File: src/rtl/arb_rr_oht.sv
// Round-robin arbiter with a registered one-hot grant and a binary grant index.
// Latency: 1 cycle from req to gnt; bin is derived combinationally from the gnt register.
// Backpressure: the grant holds while rdy is low; completion re-arbitrates with no bubble.
// Optional macro ARB_RR_OHT_LOCK_EN: when defined, the grant holds until rdy & lst (multi-beat lock).

// One-hot to binary encoder; scans SPLIT groups and ORs in the index of the set bit.
module oht2bin #(
    parameter int WIDTH          = 8,
    parameter int SPLIT          = 2,
    parameter int IMPLEMENTATION = 0,
    parameter int WIDTH_LOG      = $clog2(WIDTH)
) (
    input  logic [WIDTH-1:0]     oht,
    output logic [WIDTH_LOG-1:0] bin
);
    localparam int GW = (WIDTH + SPLIT - 1) / SPLIT;

    // OR together the indices of all set bits; exact for one-hot, 0 when idle
    always_comb begin
        int idx;
        bin = '0;
        idx = 0;
        if (IMPLEMENTATION == 0) begin
            for (int g = 0; g < SPLIT; g++) begin
                for (int k = 0; k < GW; k++) begin
                    idx = g * GW + k;
                    if (idx < WIDTH) begin
                        if (oht[idx]) bin = bin | idx[WIDTH_LOG-1:0];
                    end
                end
            end
        end else begin
            for (int i = 0; i < WIDTH; i++) begin
                idx = i;
                if (oht[i]) bin = bin | idx[WIDTH_LOG-1:0];
            end
        end
    end
endmodule

module arb_rr_oht #(
    parameter int WIDTH          = 8,
    parameter int SPLIT          = 2,
    parameter int IMPLEMENTATION = 0,
    localparam int WIDTH_LOG     = $clog2(WIDTH)
) (
    input  logic                 clk,
    input  logic                 rst_n,
    input  logic [WIDTH-1:0]     req,
    input  logic                 lst,
    input  logic                 rdy,
    output logic [WIDTH-1:0]     gnt,
    output logic [WIDTH_LOG-1:0] bin,
    output logic                 vld
);
    typedef enum logic {IDLE, BUSY} state_t;

    state_t               state;
    logic [WIDTH_LOG-1:0] ptr;
    logic [WIDTH_LOG-1:0] nxt_ptr;
    logic [WIDTH_LOG-1:0] base;
    logic [WIDTH-1:0]     win;
    logic                 done;

    oht2bin #(
        .WIDTH          (WIDTH),
        .SPLIT          (SPLIT),
        .IMPLEMENTATION (IMPLEMENTATION),
        .WIDTH_LOG      (WIDTH_LOG)
    ) u_oht2bin (
        .oht (gnt),
        .bin (bin)
    );

`ifdef ARB_RR_OHT_LOCK_EN
    assign done = rdy & lst;
`else
    // Every accepted beat re-arbitrates; lst is intentionally unused here
    logic unused_lst;
    assign unused_lst = lst;
    assign done = rdy;
`endif

    // Pointer after the current owner, wrapping modulo WIDTH rather than 2^WIDTH_LOG
    assign nxt_ptr = (bin == WIDTH_LOG'(WIDTH - 1)) ? '0 : bin + 1'b1;

    // Circular priority search from base; in BUSY it already uses the post-completion pointer
    always_comb begin
        int                   j;
        logic [WIDTH_LOG-1:0] jj;
        logic                 found;
        base  = (state == BUSY) ? nxt_ptr : ptr;
        win   = '0;
        found = 1'b0;
        j     = 0;
        jj    = '0;
        for (int i = 0; i < WIDTH; i++) begin
            j = int'(base) + i;
            if (j >= WIDTH) j = j - WIDTH;
            jj = j[WIDTH_LOG-1:0];
            if (!found && req[jj]) begin
                win[jj] = 1'b1;
                found   = 1'b1;
            end
        end
    end

    // Grant FSM: IDLE takes any request; BUSY holds until completion, then hands over without a bubble
    always_ff @(posedge clk or negedge rst_n) begin
        if (!rst_n) begin
            state <= IDLE;
            gnt   <= '0;
            vld   <= 1'b0;
            ptr   <= '0;
        end else begin
            case (state)
                IDLE: begin
                    if (|req) begin
                        gnt   <= win;
                        vld   <= 1'b1;
                        state <= BUSY;
                    end
                end
                BUSY: begin
                    if (done) begin
                        ptr   <= nxt_ptr;
                        gnt   <= win;
                        vld   <= |req;
                        state <= (|req) ? BUSY : IDLE;
                    end
                end
                default: begin
                    state <= IDLE;
                    gnt   <= '0;
                    vld   <= 1'b0;
                end
            endcase
        end
    end
endmodule

File: config.mk
export PLATFORM = sky130hd
export DESIGN_NAME = arb_rr_oht
export DESIGN_NICKNAME = d
export VERILOG_FILES = /design/src/rtl/arb_rr_oht.sv
export SDC_FILE = /design/constraint.sdc
export NUM_CORES = 1
export LEC_CHECK = 0
export BUFFER_PORTS_ARGS = -buffer_cell sky130_fd_sc_hd__buf_2
export CORE_ASPECT_RATIO = 1.2
export CORE_MARGIN = 5
export CORE_UTILIZATION = 60
export CTS_CLUSTER_DIAMETER = 100
export CTS_CLUSTER_SIZE = 16
export DETAILED_ROUTE_END_ITERATION = 7
export GPL_TIMING_DRIVEN = 0
export PLACE_DENSITY = 0.82
export SYNTH_ARGS = -nofsm -noshare
export SYNTH_HDL_FRONTEND = slang
export SYNTH_SLANG_ARGS = --single-unit
File: constraint.sdc
create_clock -name clk -period 5.35 [get_ports clk]
set_clock_uncertainty 0.1 [all_clocks]
set_input_delay 0.2675 -clock clk [delete_from_list [all_inputs] [get_ports clk]]
set_output_delay 0.2675 -clock clk [all_outputs]
set_load 0.005 [all_outputs]
Yosys cells after proc, flatten, opt, wreduce, memory -nomap -nowiden
Cells that the tools add are included.

Logic and storage cells: 153. Output and inout bits: 12. Input port bits: 12. Bits in registers: 13.

$lt $le $gt $ge: 24. Eq/ne operators: 3. Add/subtract/negate cells: 16. Muxes and demuxes: 73. Bitwise logic cells: 8. Reduce and logical (&&, ||, !) cells: 25.

Operator list (count): $mux 8 (10); $or 8x8->8 (7); $mux 3 (14); $lt 3x4->1 const B (8); $ge 4x4->1 const B (7); $mux 1 (28); $bmux 1 s3 (8); $demux 1 s3 (8); $ge 3x1->1 const B (8); $sub 3x1->3 const B (8); $add 3x3->4 const B (4); $pmux 8 s2 (1); $logic_and 1x1->1 (15); $add 3x2->4 const B (2); $reduce_or 8->1 (1); $logic_not 1->1 (7); $add 3x1->4 const B (1); $ge 3x4->1 const B (1); $mux 2 (2); $ne 2x2->1 const B (2); $pmux 1 s2 (2); $reduce_and 2->1 (2); $add 3x1->3 const B (1); $eq 3x3->1 const B (1); $not 1->1 (1).

Depth between registers and ports, before layout
Gate-level depths: netlist of run 1.

Word-level depth: 38. Depth in mapped cells: 21. Depth with buffers taken out: 14.

By module
From an unflattened synthesis of run 1, not the netlist that was laid out.

Cell total of the unflattened synthesis: 196. Area total of the unflattened synthesis: 1740.4 um2.

Modules (own cells, without submodules): arb_rr_oht (times used 1, seq. area each 325.3 um2, area an instance 1717.9 um2, cells an instance 193); oht2bin (times used 1, seq. area each 0.0 um2, area an instance 22.5 um2, cells an instance 3).

Worst setup path before layout of run 1
No wires, ideal clock.

Kind: register to register. Start point: reg gnt[5]. End point: reg gnt[4]. Cell stages (with the launch flop): 19. Setup time: 139 ps. Buffers on the path: 6. Clock period less this slack: 4746 ps. Required time: 5111 ps. Setup slack: 604 ps. Arrival: 4507 ps. Path through: dfrtp_1 or4_4 buf_6 ha_1 ha_1 clkbuf_2 nand2b_4 o21a_1 buf_6 clkbuf_1 clkbuf_1 ha_1 clkbuf_1 clkinv_1 mux4_2 nand4b_1 nor3_1 a2111oi_0 a21oi_1.

Word-level cells in the longest chain between the ends: 34. Elaborated cells between the ends (all ways): 133. Those cells by class: add/sub (16); order compare (24); eq/ne (1); mux (63); bitwise (7); reduce/logical (22).

Ends and longest elaborated chain: start: declaration (line 52) `output logic [WIDTH-1:0] gnt,`; start signal: assignment (line 119) `gnt <= win;`; start signal: assignment (line 127) `gnt <= win;`; $mux 3 (*) (3 in series) (line 28) `if (oht[idx]) bin = bin | idx[WIDTH_LOG-1:0];`; via bin[0] (line 53) `output logic [WIDTH_LOG-1:0] bin,`; $add 3x1->3 / $eq 3x3->1 (equally long branches) (line 85) `assign nxt_ptr = (bin == WIDTH_LOG'(WIDTH - 1)) ? '0 : bin + 1'b1;`; $mux 3 (*) (line 85); $mux 3 (*) (line 92) `base = (state == BUSY) ? nxt_ptr : ptr;`; parallel branches: the longest is 25 deep, another holds $add 3x1->4; $mux 8 (*) (line 101) `if (!found && req[jj]) begin`; $mux 8 (on tied branches) (line 125, 118); $pmux 8 s2 (*) (line 116) `case (state)`.

Mark *: on every way through the listed nets, which the timed path passes. The select of a mux whose other input is x is not followed. A chain may end at the register's enable or synchronous reset.

Final worst setup path of run 1
Start point: reg gnt[5]. End point: reg gnt[4].

Word-level cells in the longest chain between the ends: 34. Elaborated cells between the ends (all ways): 133. Those cells by class: add/sub (16); order compare (24); eq/ne (1); mux (63); bitwise (7); reduce/logical (22).

Ends and longest elaborated chain (line): $mux 3 (*) (3 in series) (28); $add 3x1->3 / $eq 3x3->1 (equally long branches) (85); $mux 3 (*) (85); $mux 3 (*) (92); parallel branches: the longest is 25 deep, another holds $add 3x1->4; $mux 8 (*) (101); $mux 8 (on tied branches) (125, 118); $pmux 8 s2 (*) (116).

Every way passes the cells marked *. The select of a mux whose other input is x is not followed.

==> flow_metrics.py, run 1 <==
metrics = {
    "cts": {
        "clock_tree_from_tritoncts": "done",
        "cts_setup_buffers": 0,
        "root_buffer": "clkbuf_8",
        "numCtsBuffers": 3,
        "cts_num_sinks": 13,
        "clock_path_buffers": 2,
        "cts.reportedPaths.clkPinSlew_ps": 50,
        "clk-insertion-delay-late_ps": 240,
        "cts_max_level": 1,
    },
    "yosys": {
        "synthSimpleGateAreaFrac": 0.321,
        "syn_inst": 280,
        "synth_compound_area_frac": 0.287,
        "synth_most_common_cell": "nand2_1",
        "synth-async-reset-ratio": 1.00,
        "synth_fp_nets": 300,
        "yosys_warnings": 0,
        "top_area_cell_type_share_of_the_netlist_area": 0.156,
        "syn-mean-instance-area_um2": 7.43,
        "yosys.area_share.xor_xnor": 0.0126,
        "synth-adder-area-share": 0.0481,
        "synth_edf_count": 0,
        "netlist_top_cells_count": "34 x nand2_1, 20 x nor2_1, 19 x a21oi_1",
        "yosysUniqueCellTypes": 54,
        "synthesis.area_um2": 2080,
        "synth_largest_area_cell": "dfrtp_1",
        "synth_seq_cells": 13,
        "ys_top_cells_by_area": "dfrtp_1 16%, nand2_1 6.1%, ha_1 4.8%, a21oi_1 4.6%, mux4_2 4.3%",
        "muxShareOfSynthArea": 0.0890,
        "seq_area_frac_synth": 0.156,
        "synth_top_family_by_area": "simple AND/OR/NAND/NOR gates",
        "postSynth.topFlopCell": "dfrtp_1",
    },
    "setup_path": {
        "max_stage_delay_ps": 570,
        "required_ps": 5340,
        "critical_path.max_fanout": 11,
        "start_kind": "flop",
        "crit_path_frequent_cell": "ha_1",
        "cp_num_buf_inv": 7,
        "criticalPathCategory": "reg -> reg",
        "crit_path_top_delay_cell": "or4_4",
        "setup.worst_path.end_class": "flop",
        "path_delay_family": "buffers and inverters",
        "cp.arrival_ps": 5160,
        "critical_path.cell_chain": "or4_4 -> buf_6 -> ha_1 -> ha_1 -> clkbuf_2 -> nand2b_4 -> o21a_1 -> buf_6 -> inv_4 -> clkbuf_2 -> buf_2 -> ha_1 -> xnor2_2 -> mux4_2 -> nand4bb_1 -> buf_4 -> nor3_1 -> a2111oi_0 -> a21oi_1",
    },
    "timing": {
        "timing.final.crit_share": 0.966,
        "hold_violations": 0,
        "grt_setup_unrepaired": "false",
        "fmax_ghz": 0.193,
        "setup-violations-final": 0,
        "final_max_slew_viol_count": 0,
        "finalCriticalPeriod_ps": 5170,
        "timing_worst_slew_pin_value_ps": 1020,
        "max-slew-margin-rel": 0.317,
        "holdWs_ps": 271,
    },
    "hold_path": {
        "min_path_type": "in -> reg",
    },
    "floorplan": {
        "placementRows": 23,
        "core_um2": 3340,
        "floorplan.die_area_um2": 4750,
        "initial_utilization": 0.623,
        "die-width_um": 63.8,
        "io_pins": 24,
        "die_h_um": 74.5,
    },
    "cells_and_area": {
        "layout.filler_cells": 274,
        "diodes": 0,
        "stdcell_count": 340,
        "synthToLayoutAreaGrowth_pct": 13.0,
        "drive_above_1_share": 0.205,
        "nNetsFinal": 324,
        "final_area_um2": 2350,
    },
    "placed_design": {
        "post-place-cells": 337,
        "placed_cell_area_um2": 2230,
        "detailed_place_hpwl_um": 4820,
        "gp_routability_congestion": 0.969,
        "port_buffers": 20,
    },
    "status": {
        "run_status": "finished clean",
    },
    "global_routing": {
        "via_count_of_the_first_global_routing_pass": 2153,
        "grt_antenna_before_repair": 0,
        "grt_start_max_net_pins": 14,
        "global_route.usage.total": 0.278,
        "global_route_wire_length_before_repair_um": 10600,
        "global_route.overflow_total": 0,
    },
    "detailed_routing": {
        "dr_total_vias": 2395,
        "detailed_route_drc_error_count": 0,
        "avgViaCountPerCell": 7.04,
        "starting_drt_drc_count": 221,
        "routedWlPerCell_um": 18.8,
        "dr.pass1.iters": 5,
        "drt_wl_total_um": 6410,
        "final_antenna_net_count": 0,
    },
    "job": {
        "max_cap_viol_count": 0,
    },
}
-- metal layers --
metal / GRT usage / share of wire
met5: 0 / 0
met4: 0.157 / 0.052
met3: 0.0302 / 0.098
met2: 0.445 / 0.46
met1: 0.366 / 0.39
-- flip-flops by register name, summed over array words and instances (netlist names) --
register,flops
state,1
vld,1
ptr,3
gnt,8
-- timing repair --
action / 4_1_cts / 5_1_grt
endpoints found under the setup margin: 6 / 8
endpoints found under the hold margin: 13 / 0
gates resized for setup: 4 / 13
hold buffers: 1 / 0
-- cells by family after synthesis --
kind of cell / Yosys count
xor+xnor: 3
fa+ha+maj: 8
mux: 13
simple gates: 122
flops: 13
buf+inv: 38
compound gates: 83
-- metrics by stage --
stage | setup slack, ps | utilization | setup TNS [ps]
after floorplan | 604 | - | 0
final | 182 | 0.704 | 0
after detailed placement | -113 | 0.667 | -419
after global routing | 33.9 | 0.704 | 0
after global placement | -67.9 | 0.667 | -233
after CTS | 7.22 | 0.689 | 0
-- cell type report --
type | instances | area, um^2 | share of cell area
multi-input cells | 229 | 1650 | 0.701
flip-flops and latches | 13 | 325 | 0.138
plain buffers | 23 | 123 | 0.0522
repair buffers | 21 | 110 | 0.0468
inverters | 13 | 52.6 | 0.0224
well taps | 37 | 46.3 | 0.0197
clock buffers | 4 | 45.0 | 0.0192
-- cells in the final DEF, fill, tap and decap left out, types with 5 or more instances in the layout --
master    count
nor3_1       10
a21oi_1      19
nand3b_1      5
nor2_1       20
nand2_1      34
mux2i_1       5
inv_1        11
nand3_1       8
ha_1          7
o21ai_0      10
nand2b_1     11
clkbuf_1     12
dfrtp_1      13
nand4_1       5
nor4_1        9
o32ai_1       5
o211ai_1     10
buf_2        24
-- worst paths after layout --
check / start / end / slack (ps) / cells after the start
min in group asynchronous: rst_n / ptr[1] / 340 / 2
worst max-delay path: gnt[5] / gnt[4] / 180 / 19
max in group asynchronous: rst_n / gnt[0] / 4580 / 2
worst min register to register: ptr[2] / ptr[2] / 440 / 1
worst min-delay path: rdy / vld / 270 / 4
worst max register to register: gnt[5] / gnt[4] / 180 / 19
-- worst register-to-register path: cells and delay by family (launching register included) --
family                     cells  cell delay [ps]
buffers and inverters          7             1360
AOI/OAI and AO/OA              3              800
DFF                            1              400
adders and majority gates      3              630
muxes                          1              430
and+or+nand+nor                4             1070
xor gates and xnor gates       1              250
Power of run 1 is left out: the tool's default activity adds up to more than one toggle a clock period on the data nets, which glitch-free logic cannot reach.
==> inputs of run 2 (changes only) <==
--- a/config.mk
+++ b/config.mk
@@ -14,6 +14,7 @@
 export DETAILED_ROUTE_END_ITERATION = 7
 export GPL_TIMING_DRIVEN = 0
 export PLACE_DENSITY = 0.82
+export REMOVE_ABC_BUFFERS = 1
 export SYNTH_ARGS = -nofsm -noshare
 export SYNTH_HDL_FRONTEND = slang
 export SYNTH_SLANG_ARGS = --single-unit
==> run 2 against run 1 <==
Net effect: first-iteration DRC count down 17%; register-to-register slack improved by 240 ps; non-clock buffer count shrank 21; flip-flop and latch count unchanged; global-route usage is 1.6 points lower; critical path type unchanged; setup slack improved by 240 ps.
==> flow_metrics.py, run 2 (synthesis gave the netlist of run 1 again) <==
metrics = {
    "setup_path": {
        "setup.worst_path.end_class": "flop",
        "start_kind": "flop",
        "cp.arrival_ps": 4980,
        "critical_path.max_fanout": 14,
        "criticalPathCategory": "reg -> reg",
        "required_ps": 5400,
    },
    "floorplan": {
        "io_pins": 24,
        "core_um2": 3340,
        "initial_utilization": 0.623,
        "die-width_um": 63.8,
        "die_h_um": 74.5,
        "floorplan.die_area_um2": 4750,
        "placementRows": 23,
    },
    "detailed_routing": {
        "starting_drt_drc_count": 183,
        "dr_total_vias": 2297,
        "dr.pass1.iters": 5,
        "avgViaCountPerCell": 7.20,
        "routedWlPerCell_um": 18.8,
        "detailed_route_drc_error_count": 0,
        "final_antenna_net_count": 0,
        "drt_wl_total_um": 6000,
    },
    "timing": {
        "final_max_slew_viol_count": 0,
        "max-slew-margin-rel": 0.306,
        "timing_worst_slew_pin_value_ps": 1030,
        "hold_violations": 0,
        "timing.final.crit_share": 0.920,
        "grt_setup_unrepaired": "false",
        "fmax_ghz": 0.203,
        "finalCriticalPeriod_ps": 4920,
        "setup-violations-final": 0,
        "fin_ws_ps": 426,
    },
    "cts": {
        "cts.reportedPaths.clkPinSlew_ps": 50,
        "clock_path_buffers": 2,
        "clock_tree_from_tritoncts": "done",
        "root_buffer": "clkbuf_8",
        "numCtsBuffers": 3,
        "clk-insertion-delay-late_ps": 240,
        "cts_max_level": 1,
        "cts_num_sinks": 13,
    },
    "global_routing": {
        "global_route.overflow_total": 0,
        "global_route.usage.total": 0.261,
        "global_route_wire_length_before_repair_um": 10000,
        "via_count_of_the_first_global_routing_pass": 2030,
        "grt_start_max_net_pins": 27,
        "grt_antenna_before_repair": 0,
    },
    "hold_path": {
        "min_path_type": "in -> reg",
    },
    "cells_and_area": {
        "largestRegisters": "gnt x8, ptr x3",
        "final_cell_mix": "34 x nand2_1, 22 x buf_2, 20 x nor2_1",
        "drive_above_1_share": 0.188,
        "layout.cells.most_common": "nand2_1",
        "regMostFlops": "gnt",
        "largest_register_ffs": 8,
        "final_area_um2": 2240,
        "diodes": 0,
        "nNetsFinal": 303,
        "synthToLayoutAreaGrowth_pct": 7.46,
    },
    "placed_design": {
        "preCtsSetupSlack_ps": -754,
        "gp_routability_congestion": 0.930,
        "placed_cell_area_um2": 2110,
        "port_buffers": 22,
        "detailed_place_hpwl_um": 4270,
    },
    "job": {
        "max_cap_viol_count": 0,
    },
    "status": {
        "run_status": "finished clean",
    },
}
run 2: cell types whose count changed in the layout (fill, tap and decap cells not counted), moves of 2 or more:
cell,delta
buf_2,-2
xnor2_4,-2
nor3_4,-2
clkbuf_1,-11
nor3_2,+2
clkbuf_2,-4
buf_6,-3
xnor2_2,+2
run 2: final timing paths:
check                      startpoint     end  slack [ps]  cells after the start
setup / recovery               gnt[5]  gnt[6]         430                     12
hold / removal                    rdy     vld         270                      4
setup reg to reg               gnt[5]  gnt[6]         430                     12
hold reg to reg                ptr[1]  ptr[1]         450                      2
max in group asynchronous       rst_n  gnt[0]        4600                      2
min in group asynchronous       rst_n  gnt[6]         330                      2
run 2: metal layers:
metal / GRT usage / part of all wire / vias up
li1: - / - / 1069
met2: 0.428 / 0.46 / 137
met1: 0.344 / 0.41 / 1054
met5: 0 / 0 / -
met3: 0.0227 / 0.081 / 37
met4: 0.136 / 0.050 / 0
run 2: layout make-up:
type / instances / area, um^2
Sequential cell: 13 / 325
Clock buffer: 4 / 45.0
Multi-Input combinational cell: 229 / 1650
Inverter: 13 / 51.3
Fill cell: 300 / 1100
Timing Repair Buffer: 23 / 120
Tap cell: 37 / 46.3
run 2: what timing repair did:
action,in CTS,in global routing
setup buffers,0,0
pin swaps,0,0
resized for setup,7,4
hold buffers,1,0
endpoints found under the setup margin,8,8
endpoints found under the hold margin,13,0
run 2: stage by stage:
stage | hold WS [ps] | utilization | TNS, ps | instances
after floorplan | -128 | - | 0 | 255
after global placement | 61.8 | 0.632 | -4130 | 314
after detailed placement | 67.2 | 0.632 | -5100 | 314
after CTS | 262 | 0.660 | 0 | 319
after global routing | 265 | 0.670 | 0 | 319
final | 267 | 0.670 | 0 | 319
run 2: critical path: stages (launching register included):
cell and delay (ps):
dfrtp_1 410, or4_4 650, ha_1 240, ha_1 340, mux2i_4 460, inv_1 360
o211ai_1 170, mux2i_1 110, nor4_1 910, nand3_1 390, nor3_1 290, o21ai_0 160
a41oi_1 230
Power of run 2 is left out for the same reason.
==> inputs of run 3 (changes only) <==
--- a/config.mk
+++ b/config.mk
@@ -5,6 +5,7 @@
 export SDC_FILE = /design/constraint.sdc
 export NUM_CORES = 1
 export LEC_CHECK = 0
+export ABC_AREA = 1
 export BUFFER_PORTS_ARGS = -buffer_cell sky130_fd_sc_hd__buf_2
 export CORE_ASPECT_RATIO = 1.2
 export CORE_MARGIN = 5
@@ -13,7 +14,7 @@
 export CTS_CLUSTER_SIZE = 16
 export DETAILED_ROUTE_END_ITERATION = 7
 export GPL_TIMING_DRIVEN = 0
-export PLACE_DENSITY = 0.82
+export PLACE_DENSITY = 0.81
 export REMOVE_ABC_BUFFERS = 1
 export SYNTH_ARGS = -nofsm -noshare
 export SYNTH_HDL_FRONTEND = slang
==> run 3 against run 2 <==
Net effect: global-route usage is 0.97 points lower; synthesized area is 3.7% higher; highest routed layer unchanged; setup slack better by 770 ps; count of clock-buffer cells in the layout stayed put; core utilization is 0.41 points higher.
==> flow_metrics.py, run 3 <==
metrics = {
    "cts": {
        "post_cts_resize_count": 0,
        "numCtsBuffers": 3,
        "root_buffer": "clkbuf_8",
        "cts_max_level": 1,
        "cts.reportedPaths.clkPinSlew_ps": 50,
        "clk-insertion-delay-late_ps": 250,
        "clock_path_buffers": 2,
        "holdBufCountCts": 1,
        "clock_tree_from_tritoncts": "done",
        "cts_setup_buffers": 0,
        "cts_num_sinks": 13,
    },
    "floorplan": {
        "placementRows": 23,
        "initial_utilization": 0.636,
        "core_um2": 3400,
        "die_h_um": 75.7,
        "io_pins": 24,
        "die-width_um": 64.8,
        "floorplan.die_area_um2": 4900,
    },
    "yosys": {
        "seq_area_frac_synth": 0.151,
        "synth_edf_count": 0,
        "yosys_warnings": 0,
        "yosysUniqueCellTypes": 33,
        "syn_inst": 361,
        "synth-async-reset-ratio": 1.00,
        "synth_most_common_cell": "nand3_1",
        "syn-mean-instance-area_um2": 5.98,
        "synth_seq_cells": 13,
        "ys_top_cells_by_area": "nand3_1 17%, dfrtp_1 15%, nand2_1 12%, inv_1 10%, nand4_1 7.8%",
        "postSynth.topFlopCell": "dfrtp_1",
        "synthesis.area_um2": 2160,
        "top_area_cell_type_share_of_the_netlist_area": 0.172,
        "synth_largest_area_cell": "nand3_1",
        "netlist_top_cells_count": "74 x nand3_1, 67 x nand2_1, 59 x inv_1",
    },
    "placed_design": {
        "detailed_place_hpwl_um": 4220,
        "port_buffers": 22,
        "gp_routability_congestion": 0.925,
    },
    "global_routing": {
        "global_route.usage.total": 0.252,
        "grt_antenna_before_repair": 0,
        "global_route_wire_length_before_repair_um": 9880,
        "via_count_of_the_first_global_routing_pass": 2189,
        "grt_start_max_net_pins": 25,
        "global_route.overflow_total": 0,
    },
    "cells_and_area": {
        "largestRegisters": "gnt x8, ptr x3",
        "layout.cells.most_common": "nand3_1",
        "largest_register_ffs": 8,
        "layout.filler_cells": 346,
        "synthToLayoutAreaGrowth_pct": 6.03,
        "final_cell_mix": "74 x nand3_1, 67 x nand2_1, 59 x inv_1",
        "drive_above_1_share": 0.149,
        "nNetsFinal": 397,
        "diodes": 0,
        "regMostFlops": "gnt",
    },
    "setup_path": {
        "critical_path.max_fanout": 18,
        "r2r.worst_path.cells": 21,
        "cp.arrival_ps": 4250,
        "start_kind": "flop",
        "crit_path_top_delay_cell": "ha_1",
        "setup.worst_path.end_class": "flop",
        "required_ps": 5440,
        "critical_path.reg2reg.startpoint": "gnt[7]",
        "criticalPathCategory": "reg -> reg",
        "max_stage_delay_ps": 580,
        "setup.reg_to_reg.worst_slack_ps": 1190,
        "crit_path_frequent_cell": "nand3_1",
        "critical_path.cell_chain": "nor2_4 -> nand3_1 -> ha_1 -> ha_1 -> inv_1 -> nand3_1 -> nand2_2 -> nand2_4 -> ha_1 -> inv_1 -> nand3_1 -> nand3_1 -> nand2_2 -> nand2_4 -> nor2_8 -> nand2_4 -> nor2_4 -> nand4_1 -> nand3_1 -> nand2_1 -> inv_1",
        "path_delay_family": "simple AND/OR/NAND/NOR gates",
        "cp_num_buf_inv": 3,
        "setup.worst_path.start": "gnt[7]",
        "worstReg2RegEnd": "gnt[3]",
    },
    "hold_path": {
        "worstHoldStart": "rdy",
        "worst_hold_path.num_cells": 2,
        "min_to": "state",
        "min_path_type": "in -> reg",
    },
    "detailed_routing": {
        "detailed_route_drc_error_count": 0,
        "final_antenna_net_count": 0,
        "routedWlPerCell_um": 13.1,
        "drt_wl_total_um": 5410,
        "starting_drt_drc_count": 146,
        "dr.pass1.iters": 5,
        "avgViaCountPerCell": 5.66,
        "dr_total_vias": 2339,
    },
    "timing": {
        "fmax_ghz": 0.241,
        "final_max_slew_viol_count": 0,
        "timing_worst_slew_pin_value_ps": 537,
        "setup_total_negative_slack_ps": 0,
        "grt_setup_unrepaired": "false",
        "setup-violations-final": 0,
        "hold_violations": 0,
        "finalCriticalPeriod_ps": 4160,
        "timing.final.crit_share": 0.777,
        "max-slew-margin-rel": 0.641,
    },
    "job": {
        "max_cap_viol_count": 0,
    },
    "status": {
        "run_status": "finished clean",
    },
}
==> run 3: changes by cell type in the layout (fill, tap and decap cells not counted), sizes merged, moves of 6 or more <==
cell	delta
nor2	+28
nor4	-10
nand2b	-12
o32ai	-6
nand2	+44
inv	+51
nand3	+69
a21oi	-18
nand4	+24
o211ai	-11
==> run 3: worst max-delay path by stage <==
stage             end  slack (ps)  depth (start not counted)
6_report       gnt[3]        1190                         21
5_1_grt        gnt[5]         750                         21
4_1_cts        gnt[5]        1210                         21
3_5_place_dp   gnt[5]        1240                         21
3_3_place_gp   gnt[6]        1280                         21
2_1_floorplan  gnt[3]        1840                         21
==> run 3: cells by family (layout without fill, tap and decap cells) <==
logic type | after synthesis | after routing | share of synthesized area
simple gates | 252 | 252 | 0.603
buf+inv | 76 | 91 | 0.149
flops | 13 | 13 | 0.151
compound gates | 10 | 10 | 0.0307
fa+ha+maj | 8 | 8 | 0.0464
xor+xnor | 2 | 2 | 0.0203
==> run 3: metrics by stage <==
step           cells  instance area (um^2)  worst slack (ps)  hold slack, ps  utilization
2_1_floorplan    349                  2080              1840            -128            -
3_3_place_gp     408                  2230              1280            66.9        0.658
3_5_place_dp     408                  2230              1240            70.1        0.658
4_1_cts          413                  2290              1210             113        0.674
5_1_grt          413                  2290               750             161        0.674
6_report         413                  2290              1190             122        0.674
==> run 3: metal layers <==
layer	routed length [um]	track usage	vias to the layer above	part of all wire
li1	-	-	1214	-
met4	82	0.0892	0	0.015
met1	2430	0.331	1035	0.45
met3	297	0.0162	7	0.055
met2	2610	0.440	83	0.48
met5	0	0	-	0
==> run 3: layout make-up <==
cell class | count | area, um^2 | share of cell area
Tap cell | 37 | 46.3 | 0.0202
Sequential cell | 13 | 325 | 0.142
Timing Repair Buffer | 23 | 120 | 0.0525
Inverter | 64 | 240 | 0.105
Clock buffer | 4 | 45.0 | 0.0197
Multi-Input combinational cell | 272 | 1510 | 0.660
==> run 3: worst register-to-register path, delay by kind of cell, from the launching register on <==
kind,cells,cell delay (ps)
simple gates,15,2160
fa+ha+maj,3,960
buf+inv,3,480
flops,1,420
Power of run 3 is left out for the same reason.
